[config.mk]
export PLATFORM = sky130hd
export DESIGN_NAME = lcd_controller
export DESIGN_NICKNAME = d
export VERILOG_FILES = /design/src/rtl/lcd_pkg.sv /design/src/rtl/lcd_delay_counter.sv /design/src/rtl/lcd_controller.sv
export SDC_FILE = /design/constraint.sdc
export NUM_CORES = 1
export LEC_CHECK = 0
export CORE_ASPECT_RATIO = 0.75
export CORE_MARGIN = 3
export CORE_UTILIZATION = 30
export CTS_CLUSTER_DIAMETER = 100
export DETAILED_ROUTE_END_ITERATION = 6
export GPL_TIMING_DRIVEN = 1
export SLEW_MARGIN = 25
export SYNTH_ARGS = -nofsm -noshare
export SYNTH_HDL_FRONTEND = slang
export SYNTH_SLANG_ARGS = --single-unit
[constraint.sdc]
create_clock -name clk -period 3.4 [get_ports clk]
set_clock_uncertainty 0.1 [all_clocks]
set_input_delay 1.02 -clock clk [delete_from_list [all_inputs] [get_ports clk]]
set_output_delay 1.02 -clock clk [all_outputs]
set_load 0.01 [all_outputs]
[src/rtl/lcd_pkg.sv]
// Shared state encoding, HD44780 timing constants and the power-up init byte table.
package lcd_pkg;

  typedef enum logic [2:0] {
    PWR_WAIT,
    IDLE,
    SETUP,
    PULSE,
    HOLD,
    EXEC
  } lcd_state_e;

  localparam longint T_SETUP_NS = 64'sd60;
  localparam longint T_E_NS     = 64'sd480;
  localparam longint T_HOLD_NS  = 64'sd60;
  localparam longint T_EXEC_US  = 64'sd40;
  localparam longint T_LONG_US  = 64'sd1640;

  localparam int         INIT_LEN  = 6;
  localparam logic [2:0] INIT_LAST = 3'd5;
  localparam logic [INIT_LEN-1:0][7:0] INIT_SEQ =
    {8'h06, 8'h01, 8'h0C, 8'h38, 8'h38, 8'h38};

  // ceil(t_ns * clk_hz / 1e9), never below one cycle
  function automatic longint ns_to_cycles(input longint t_ns, input longint clk_hz);
    longint cyc;
    cyc = (t_ns * clk_hz + 64'sd999_999_999) / 64'sd1_000_000_000;
    return (cyc < 64'sd1) ? 64'sd1 : cyc;
  endfunction

  function automatic logic [7:0] init_byte(input logic [2:0] idx);
    return (idx <= INIT_LAST) ? INIT_SEQ[idx] : 8'h00;
  endfunction

  function automatic logic is_long_cmd(input logic rs, input logic [7:0] data);
    return !rs && (data == 8'h01 || data == 8'h02 || data == 8'h03);
  endfunction

endpackage

[src/rtl/lcd_delay_counter.sv]
// Loadable down-counter; done is high while the count is zero,
// so loading N-1 on entry to a state keeps that state for N cycles.
module lcd_delay_counter #(
  parameter int WIDTH = 16
) (
  input  logic             clk,
  input  logic             rst_n,
  input  logic             load,
  input  logic [WIDTH-1:0] load_val,
  output logic             done
);

  logic [WIDTH-1:0] count_q, count_d;

  always_comb begin
    count_d = count_q;
    if (load) begin
      count_d = load_val;
    end else if (count_q != '0) begin
      count_d = count_q - WIDTH'(1);
    end
  end

  always_ff @(posedge clk) begin
    if (!rst_n) begin
      count_q <= '0;
    end else begin
      count_q <= count_d;
    end
  end

  assign done = (count_q == '0);

endmodule

[src/rtl/lcd_controller.sv]
// HD44780 8-bit write-only controller: power-up wait, fixed init sequence, then one byte per request.
// A request is taken in one cycle from IDLE; req_ready stays low through SETUP/PULSE/HOLD/EXEC of that byte.
module lcd_controller
  import lcd_pkg::*;
#(
  parameter int CLK_FREQ_HZ = 25_000_000,
  parameter int POWERUP_US  = 40_000
) (
  input  logic       clk,
  input  logic       rst_n,
  input  logic       req_valid,
  output logic       req_ready,
  input  logic       req_rs,
  input  logic [7:0] req_data,
  output logic       init_done,
  output logic       lcd_rs,
  output logic       lcd_rw,
  output logic       lcd_e,
  output logic [7:0] lcd_data
);

  localparam longint CLK_HZ    = longint'(CLK_FREQ_HZ);
  localparam longint SETUP_CYC = ns_to_cycles(T_SETUP_NS, CLK_HZ);
  localparam longint E_CYC     = ns_to_cycles(T_E_NS, CLK_HZ);
  localparam longint HOLD_CYC  = ns_to_cycles(T_HOLD_NS, CLK_HZ);
  localparam longint EXEC_CYC  = ns_to_cycles(T_EXEC_US * 64'sd1000, CLK_HZ);
  localparam longint LONG_CYC  = ns_to_cycles(T_LONG_US * 64'sd1000, CLK_HZ);
  localparam longint PWR_CYC   = ns_to_cycles(longint'(POWERUP_US) * 64'sd1000, CLK_HZ);
  localparam longint MAX_CYC   = (PWR_CYC > LONG_CYC) ? PWR_CYC : LONG_CYC;
  localparam int     TW        = $clog2(MAX_CYC + 64'sd1);

  localparam logic [TW-1:0] SETUP_LD = TW'(SETUP_CYC - 64'sd1);
  localparam logic [TW-1:0] E_LD     = TW'(E_CYC - 64'sd1);
  localparam logic [TW-1:0] HOLD_LD  = TW'(HOLD_CYC - 64'sd1);
  localparam logic [TW-1:0] EXEC_LD  = TW'(EXEC_CYC - 64'sd1);
  localparam logic [TW-1:0] LONG_LD  = TW'(LONG_CYC - 64'sd1);
  // The arming cycle after reset counts as the first power-up cycle.
  localparam logic [TW-1:0] PWR_LD   = TW'(((PWR_CYC > 64'sd2) ? PWR_CYC : 64'sd2) - 64'sd2);

  lcd_state_e state_q, state_d;
  logic [2:0] init_idx_q, init_idx_d;
  logic       armed_q, armed_d;
  logic       init_done_q, init_done_d;
  logic       req_ready_q, req_ready_d;
  logic       lcd_e_q, lcd_e_d;
  logic       lcd_rs_q, lcd_rs_d;
  logic [7:0] lcd_data_q, lcd_data_d;

  logic          tmr_load;
  logic [TW-1:0] tmr_val;
  logic          tmr_done;

  lcd_delay_counter #(
    .WIDTH (TW)
  ) u_delay (
    .clk      (clk),
    .rst_n    (rst_n),
    .load     (tmr_load),
    .load_val (tmr_val),
    .done     (tmr_done)
  );

  always_comb begin
    state_d     = state_q;
    init_idx_d  = init_idx_q;
    armed_d     = armed_q;
    init_done_d = init_done_q;
    lcd_rs_d    = lcd_rs_q;
    lcd_data_d  = lcd_data_q;
    tmr_load    = 1'b0;
    tmr_val     = '0;

    case (state_q)
      PWR_WAIT: begin
        if (!armed_q) begin
          armed_d  = 1'b1;
          tmr_load = 1'b1;
          tmr_val  = PWR_LD;
        end else if (tmr_done) begin
          state_d    = SETUP;
          lcd_rs_d   = 1'b0;
          lcd_data_d = init_byte(init_idx_q);
          tmr_load   = 1'b1;
          tmr_val    = SETUP_LD;
        end
      end
      IDLE: begin
        if (req_valid && req_ready_q) begin
          state_d    = SETUP;
          lcd_rs_d   = req_rs;
          lcd_data_d = req_data;
          tmr_load   = 1'b1;
          tmr_val    = SETUP_LD;
        end
      end
      SETUP: begin
        if (tmr_done) begin
          state_d  = PULSE;
          tmr_load = 1'b1;
          tmr_val  = E_LD;
        end
      end
      PULSE: begin
        if (tmr_done) begin
          state_d  = HOLD;
          tmr_load = 1'b1;
          tmr_val  = HOLD_LD;
        end
      end
      HOLD: begin
        if (tmr_done) begin
          state_d  = EXEC;
          tmr_load = 1'b1;
          tmr_val  = is_long_cmd(lcd_rs_q, lcd_data_q) ? LONG_LD : EXEC_LD;
        end
      end
      EXEC: begin
        if (tmr_done) begin
          if (init_done_q) begin
            state_d = IDLE;
          end else if (init_idx_q == INIT_LAST) begin
            state_d     = IDLE;
            init_done_d = 1'b1;
          end else begin
            state_d    = SETUP;
            init_idx_d = init_idx_q + 3'd1;
            lcd_rs_d   = 1'b0;
            lcd_data_d = init_byte(init_idx_q + 3'd1);
            tmr_load   = 1'b1;
            tmr_val    = SETUP_LD;
          end
        end
      end
      default: begin
        state_d = PWR_WAIT;
      end
    endcase

    lcd_e_d     = (state_d == PULSE);
    req_ready_d = (state_d == IDLE) && init_done_d;
  end

  always_ff @(posedge clk) begin
    if (!rst_n) begin
      state_q     <= PWR_WAIT;
      init_idx_q  <= 3'd0;
      armed_q     <= 1'b0;
      init_done_q <= 1'b0;
      req_ready_q <= 1'b0;
      lcd_e_q     <= 1'b0;
      lcd_rs_q    <= 1'b0;
      lcd_data_q  <= 8'h00;
    end else begin
      state_q     <= state_d;
      init_idx_q  <= init_idx_d;
      armed_q     <= armed_d;
      init_done_q <= init_done_d;
      req_ready_q <= req_ready_d;
      lcd_e_q     <= lcd_e_d;
      lcd_rs_q    <= lcd_rs_d;
      lcd_data_q  <= lcd_data_d;
    end
  end

  assign req_ready = req_ready_q;
  assign init_done = init_done_q;
  assign lcd_e     = lcd_e_q;
  assign lcd_rs    = lcd_rs_q;
  assign lcd_data  = lcd_data_q;
  assign lcd_rw    = 1'b0;

endmodule

# == Word level (Yosys, flattened, before mapping) ==
# Memories as Yosys holds them, arrays and structs flattened. A register that Yosys moved wholly into a read port is not among the register bits.
# Cells that the tools add are included.
# word_totals
ff_bits,39
out_inout_bits,13
rom_bits,128
n_memories,2
inputBits,12
# op_classes
bitwise_logic,2
mux,53
n_lt_le_gt_ge,4
addsub,2
n_reduce_logical,14
n_eq_ne,17
# mem_list
name,depth,width,read_ports,rd_clocked_by_memory_dff,write_ports,line,rtl
(name not given),8,8,1,0,0,lcd_pkg.sv:32,return (idx <= INIT_LAST) ? INIT_SEQ[idx] : 8'h00;
(name not given),8,8,1,1,0,lcd_pkg.sv:32,
# ops
cell,count
20-bit case mux with 6 select lines,1
8-bit 2-to-1 mux,10
20-bit 2-to-1 mux,3
16-bit 2-to-1 mux,2
3-bit 2-to-1 mux,9
8-bit case mux with 3 select lines,1
1-bit 2-to-1 mux,21
20-bit zero test,1
20-bit nonzero test,1
"20-bit by 1-bit subtractor with 20-bit output, second input constant",1
3-bit case mux with 6 select lines,1
"8-bit by 2-bit == test with 1-bit output, second input constant",2
"2-bit != test, second input constant",6
"3-bit by 2-bit == test with 1-bit output, second input constant",3
"3-bit == test, second input constant",3
"8-bit by 1-bit == test with 1-bit output, second input constant",1
"3-bit by 4-bit < comparator with 1-bit output, second input constant",2
7-bit AND reduction,1
"3-bit by 1-bit == test with 1-bit output, second input constant",2
"3-bit less-or-equal comparator, second input constant",2
2-bit 2-to-1 mux,2
4-bit 2-to-1 mux,1
1-bit case mux with 4 select lines,1
4-bit AND reduction,1
other kinds (10),14

# == Depth between registers and ports, before layout ==
# Gate-level depths: netlist (run 1).
# depth
depth_word,8
depth_mapped,10
mapped_depth_nobuf,8

# == By module ==
# Synthesis (run 1) repeated with hierarchy kept, for this count alone.
# unflattened
hier_cells,297
hier_area_um2,2543.7
# modules_own_cells
module,area_each_um2,instances,cells_per_inst
lcd_controller,1456.4,1,175
lcd_delay_counter,1087.3,1,122

# == Worst setup path before layout (run 1) ==
# Ideal clock, no wire load.
# synth_timing
kind,flip-flop to flip-flop
from,register u_delay.count_q[0]
to,register with a tool-made name
arrival_time_ns,2.079
n_path_buf,1
setup_time_ns,0.133
stages_incl_launch_ff,10
required_ns,3.167
setup_slack_ns,1.088
cell_sequence,dfxtp_1 -> inv_1 -> ha_1 -> nor3b_2 -> and4_1 -> and3_1 -> buf_4 -> mux2_2 -> a21oi_1 -> o21ai_0
# synth_lines
element,line,rtl
"start, declared",lcd_delay_counter.sv:13,"logic [WIDTH-1:0] count_q, count_d;"
"start signal, assigned",lcd_delay_counter.sv:28,count_q <= count_d;

# == Worst setup path after layout (run 1) ==
# layout_timing
from,register u_delay.count_q[0]
to,"register lcd_data_q[0], in the netlist lcd_data[0]"
# layout_via
elab_chain_cells,3
elab_cells_between_ends,4
classes_between,eq/ne: 2; reduce/logical: 2
# layout_rtl
element,line,rtl
20-bit zero test (*),lcd_delay_counter.sv:32,assign done = (count_q == '0);
2-bit != test (no source line),n/a,
7-bit AND reduction (no source line) (*),n/a,
"end signal, assigned",lcd_controller.sv:161,lcd_data_q <= lcd_data_d;
"end, declared",lcd_controller.sv:47,"logic [7:0] lcd_data_q, lcd_data_d;"
# Every way passes the cells marked *; elsewhere a longest branch is shown, timed or not.
# A chain may end at the register's enable or synchronous reset.

==> results.md, run 1 <==
* Warnings, synthesis at 0
* Most common cell after layout, fill and taps aside: dfxtp_1
* Final hold violations at 0
* Total number of vias at between 2000 and 2500
* Clock Latency Late Sink at ~310 ps
* Reg clk slew, reported paths at ~90 ps
* Crit path time final at 2760 ps
* Critical-path cell list: inv_1 -> ha_1 -> nor3b_2 -> buf_4 -> nand4_4 -> a2111oi_0 -> o211a_1 -> nor2_1 -> a311oi_1
* Reg-to-reg endpoint: lcd_data[0]
* Clock share of power at 36.6%
* Min-Delay Startpoint: lcd_data[7]
* Die footprint at around 9400 sq um
* Synth area leaders: dfxtp_1, a21oi_1, nor2_1
* Setup violators final at 0
* Largest family of logic cells by synthesized area: simple AND/OR/NAND/NOR gates
* Hold path cells at 2
* Post-synthesis mux area share at between 1 and 1.5%
* Pwr dens at around 380 nW/um^2
* Cell Area, Synth at roughly 2500 sq um
* Critical path class: reg -> reg
* # diodes at 0
* Leakage dissipation at 0.00103 uW
* Seq cells post-synth at 44
* Syn nets at ~330
* H-Tree Depth at 2
* Flop2flop setup slack at roughly 640 ps
* Hold Path Class: reg -> reg
* Final Max Slew Viols at 0
* Total GRT Usage at about an eighth
* Final period util at 81.1%
* Port Buffers at 23
* Initial core utilization at 31.2%
* CP Capture Type: flip-flop
* Peak VDD IR at 149 uV
* Initial antenna violation count at 0
* Syn Inst Count at a little over 300
* Nets at about 350
* Register area share after synthesis at 35.5%
* Count of cell types in the netlist at between 50 and 60
* Die Span Y at 84.8 microns
* ANT nets after route at 0
* Worst reg2reg path depth at 9
* Hold Buf Count CTS at 0
* Clock Root Buffer: clkbuf_8
* Crit-path max cell delay at 560 ps
* Slowest-stage cell, CP: a2111oi_0
* Share of layout cells above drive strength 1 at roughly 8%
* Max-cap violations at 0
* Setup repair after global routing missed its margin: false
* CTS tree: yes
* Adder-Cell Fraction of Synth Area at between 2 and 3%
* Setup TNS at 0 ps
* Max Freq at between 300 and 400 MHz
* Syn Area/Cell at 8.00 sq um
* CTS-repair resized insts at 0
* First DRT Iteration DRCs at roughly 170
* Post-synthesis xor/xnor area fraction at under 10%
* Sw frac at approximately a quarter
* Fin area at between 2000 and 3000 sq um
* DRC violations left at 0
* Setup Fix Bufs, Post-CTS at 0
* Crit path DAT at 2880 ps
* Max transition margin at just under 60%
* Largest area contributor in the netlist: dfxtp_1
* Critical Path Source Type: flip-flop
* Outcome: complete, no violations
* Final critical-path setup slack at about 640 ps
* CP bufs+invs at 2
* Routed WL at 6150 microns
* Row Count at 28
* Largest net degree at the start of global routing at 22
* Post-synthesis compound-gate area fraction at between 10% and 20%
* Vias per inst at 5.09
* Post-Synth Simple-Gate Area at 27.9%
* CP top delay family: compound AO/OA/AOI/OAI gates
* Global placement routability congestion at slightly below 0.9
* Combinational group share of total power at ~13%
* Max Buffers Root-to-Sink at 2
* IO Count at 25
* Placed cell areas at 2790 sq um
* Switching Power at 286 uW
* Ys async rst share at 0%
* Vias in the first global route at 2155
* Worst R2R Start: u_delay.count_q[0]
* Cts bufs inserted at 5
* Most frequent cells in the layout: dfxtp_1, nor2_1, a21oi_1
* Die width at ~110 microns
* Internal Power at about 820 uW
* Worst hold endpoint: lcd_data[7]
* CP required at 3520 ps
* Grt total ovfl at 0
* First-pass GRT wire length at approximately 10000 microns
* Clock sinks at between 40 and 50
* Core area at between 7000 and 8000 sq um
* Post-synth top area share at 35.5%
* Area growth syn-to-layout at 16.8%
* DP HPWL at around 4500 microns
* Post-synth EDFFs at 0
* Worst slew pin tran at around 630 ps
* Post-Place Setup Slack at 546 ps
* Ys flop type: dfxtp_1
* DR WL/cell at about 14 microns
* Drt pass-1 iters at 4
* Flop pwr share at about half
* Critical Path Fanout Max at 19
layout make-up:
cell class | count | area, sq um
clock inverter | 2 | 35.0
fill | 848 | 5050
multi-input combinational | 236 | 1450
inverter | 11 | 41.3
timing repair buffer | 31 | 290
tap | 105 | 131
sequential | 44 | 881
clock buffer | 6 | 72.6
Yosys cell counts (4+ instances only):
master     n
a21oi_1   33
nor4_1     6
or3_1      4
o21ai_0    9
ha_1       5
nor2_1    34
xor2_1    12
xnor2_1    7
nand2_1   22
inv_1     11
nand3_1   21
clkbuf_1   9
nand2b_1   5
nand4_1    4
a311oi_1   4
nor3_1    13
a31oi_1    5
a211oi_1   6
dfxtp_1   44
tightest hold or removal path, stage by stage (launching register included):
cell      delay, ps
dfxtp_1         330
nand2b_1         80
a21oi_2          50
power by group through the flow:
stage | clock (uW) | combinational [uW] | sequential, uW
after detailed placement | 0 | 147 | 564
after global placement | 0 | 145 | 563
after CTS | 415 | 148 | 552
final | 405 | 148 | 552
after floorplan | 0 | 109 | 560
after global routing | 434 | 166 | 555
worst max path at each step:
stage                       start  slack (ps)  cells after the start     endpoint
6_report       u_delay.count_q[0]         640                      9  lcd_data[0]
3_3_place_gp            req_valid         600                      6  lcd_data[0]
3_5_place_dp            req_valid         550                      6  lcd_data[0]
4_1_cts        u_delay.count_q[0]         640                      9  lcd_data[0]
2_1_floorplan  u_delay.count_q[0]        1090                      9    flip-flop
5_1_grt        u_delay.count_q[0]         320                      9  lcd_data[3]
per-layer routing:
layer  wire [microns]  track usage [%]  vias to the layer above
met2             2450             18.8                       41
li1                 -                -                     1141
met4               75             3.98                        0
met3              317             3.67                        5
met5                0                0                        -
met1             3310             19.7                     1025
per-stage QoR:
stage               instances  total power, uW  util (%)  hold slack (ps)
detailed placement        427              711      35.1              390
global placement          427              708      35.1              381
floorplan                 310              669         -              344
global route              435             1150      36.4              429
CTS                       435             1110      36.4              399
finish                    435             1110      36.4              399
logic make-up (layout without fill, tap and decap cells):
group | after synthesis | in the layout
fa+ha+maj | 5 | 5
flops | 44 | 44
xor+xnor | 19 | 19
compound gates | 77 | 77
other cells | 1 | 1
simple gates | 131 | 131
mux | 3 | 3
buf+inv | 30 | 50
(Power assumes the default switching activity.)
==> run 2: changes to the inputs <==
clock period = 2.77 ns   (was 3.4 ns; I/O delays follow)
==> run 2 against run 1 <==
Compared with the run above: utilization up 0.28 points; cell count up 1.4%; die area unchanged; count of clock-buffer cells in the layout unchanged; sequential cell count unchanged; via count up 3.3%; fmax up 8.4%; wire length up 2.4%; cell area up 0.78%; register-to-register slack worse by 420 ps; critical path type unchanged; largest power group unchanged.
==> results.md, run 2 (synthesis results as in run 1) <==
* Outcome: complete, no violations
* Max transition margin at 57.5% (-0.54 points)
* Reg clk slew, reported paths at 80 ps (about the same)
* First DRT Iteration DRCs at 160 (-4.8%)
* CP top delay family: compound AO/OA/AOI/OAI gates
* Initial antenna violation count at 0 (unchanged)
* Most frequent cells in the layout: dfxtp_1, nor2_1, a21oi_1
* Total number of vias at 2286 (+3.3%)
* Row Count at 28 (unchanged)
* Area growth syn-to-layout at 17.7%
* Pwr dens at 430 nW/um^2 (+13%)
* CTS tree: yes
* Die width at 111 microns (unchanged)
* Clock Latency Late Sink at 310 ps (about the same)
* Hold Path Class: reg -> reg
* Final hold violations at 0 (unchanged)
* Hold Buf Count CTS at 0 (unchanged)
* Crit path DAT at 2640 ps (-240 ps)
* Non-filler cells in the finished layout at 441 (+1.4%)
* Setup violators final at 0 (unchanged)
* Most common cell after layout, fill and taps aside: dfxtp_1
* Met1 usage at 20.2% (+0.52 points)
* Clock Root Buffer: clkbuf_8
* CTS-repair resized insts at 0 (unchanged)
* Final period util at 91.8% (+11 points)
* Slowest-stage cell, CP: a31o_1
* Vias in the first global route at 2113 (-1.9%)
* Largest net degree at the start of global routing at 20 (-9.1%)
* IO Count at 25 (unchanged)
* Placed Instances at 434 (+1.6%)
* ANT nets after route at 0 (unchanged)
* Final Max Slew Viols at 0 (unchanged)
* Critical-path cell list: inv_1 -> ha_1 -> a21o_1 -> nor3_1 -> nand3_2 -> a31o_1 -> and3_1 -> o21a_1
* Port Buffers at 23 (unchanged)
* Routed WL at 6300 microns (+2.4%)
* CP required at 2870 ps (-650 ps)
* Peak VDD IR at 178 uV (+19%)
* M2 GR Usage at 18.8% (-0.055 points)
* First-pass GRT wire length at 10300 microns (-0.27%)
* Max-cap violations at 0 (unchanged)
* DP HPWL at 4630 microns (+3.2%)
* Initial core utilization at 31.2% (unchanged)
* Critical path class: reg -> reg
* Clock sinks at 44 (unchanged)
* Crit-path max cell delay at 460 ps (-100 ps)
* CP bufs+invs at 1 (-1)
* Drt pass-1 iters at 5 (+1)
* Max Freq at 393 MHz (+8.4%)
* Setup TNS at 0 ps (unchanged)
* Share of layout cells above drive strength 1 at 9.52% (+1.6 points)
* Critical Path Source Type: flip-flop
* DR WL/cell at 14.3 microns (+0.96%)
* Global placement routability congestion at 0.867 (-1.4%)
* Leakage dissipation at 0.00105 uW (+2.1%)
* # diodes at 0 (unchanged)
* Setup repair after global routing missed its margin: false
* Vias per inst at 5.18 (+1.9%)
* Worst slew pin tran at 638 ps (+8.12 ps)
* Grt total ovfl at 0 (unchanged)
* Die footprint at 9410 sq um (unchanged)
* CP Capture Type: flip-flop
* GR Util met3 at 2.74% (-0.94 points)
* Total GRT Usage at 13.4% (+0.069 points)
* Die Span Y at 84.8 microns (unchanged)
* Critical Path Fanout Max at 18 (-1)
* Cts bufs inserted at 5 (unchanged)
* Most Crowded Layer GR: met1
* H-Tree Depth at 2 (unchanged)
* Nets at 353 (+2.0%)
* Setup Fix Bufs, Post-CTS at 0 (unchanged)
* DRC violations left at 0 (unchanged)
* Max Buffers Root-to-Sink at 2 (unchanged)
* Core area at 7950 sq um (unchanged)
* Crit path time final at 2540 ps (-215 ps)
-- run 2: worst reg2reg max path: stages (launching register included) --
cell and delay, ps:
dfxtp_1 390, inv_1 110, ha_1 230, a21o_1 220
nor3_1 270, nand3_2 240, a31o_1 460, and3_1 250
o21a_1 170
-- run 2: cell type report --
type	instances	area (sq um)
well taps	105	131
repair buffers	38	343
clock buffers	6	72.6
clock inverters	1	5.00
fillers	820	5030
inverters	11	41.3
flip-flops and latches	44	881
multi-input cells	236	1450
-- run 2: per-layer routing --
| metal | wire length, microns | up-vias |
|---|---|---|
| met5 | 0 | - |
| met3 | 404 | 11 |
| met1 | 3250 | 1049 |
| li1 | - | 1158 |
| met4 | 109 | 0 |
| met2 | 2540 | 68 |
-- run 2: through the flow --
stage / util [%] / setup WS (ps) / power [uW] / hold WS (ps) / cell area [sq um]
2_1_floorplan: - / 458 / 821 / 344 / 2480
3_3_place_gp: 35.7 / 233 / 873 / 377 / 2840
3_5_place_dp: 35.7 / 232 / 875 / 385 / 2840
4_1_cts: 36.7 / 241 / 1260 / 396 / 2920
5_1_grt: 36.7 / 8.90 / 1310 / 442 / 2920
6_report: 36.7 / 228 / 1250 / 395 / 2920
-- run 2: final timing paths --
kind,start,end,slack [ps],cells past startpoint
worst min register to register,lcd_data[7],lcd_data[7],400,2
worst max-delay path,init_idx_q[1],u_delay.count_q[1],230,8
worst max register to register,init_idx_q[1],u_delay.count_q[1],230,8
worst min-delay path,lcd_data[7],lcd_data[7],400,2
-- run 2: power by group --
| group | internal [uW] | total, uW | switching [uW] |
|---|---|---|---|
| Clock | 172 | 390 | 218 |
| Combinational | 86.2 | 187 | 101 |
| Sequential | 654 | 678 | 23.9 |
| Total | 912 | 1250 | 343 |
==> run 3: changes to the inputs <==
TNS_END_PERCENT = 1   (was unset)
==> results of run 3 <==
Same layout as run 2: the final DEF is identical, and so are final timing and power.
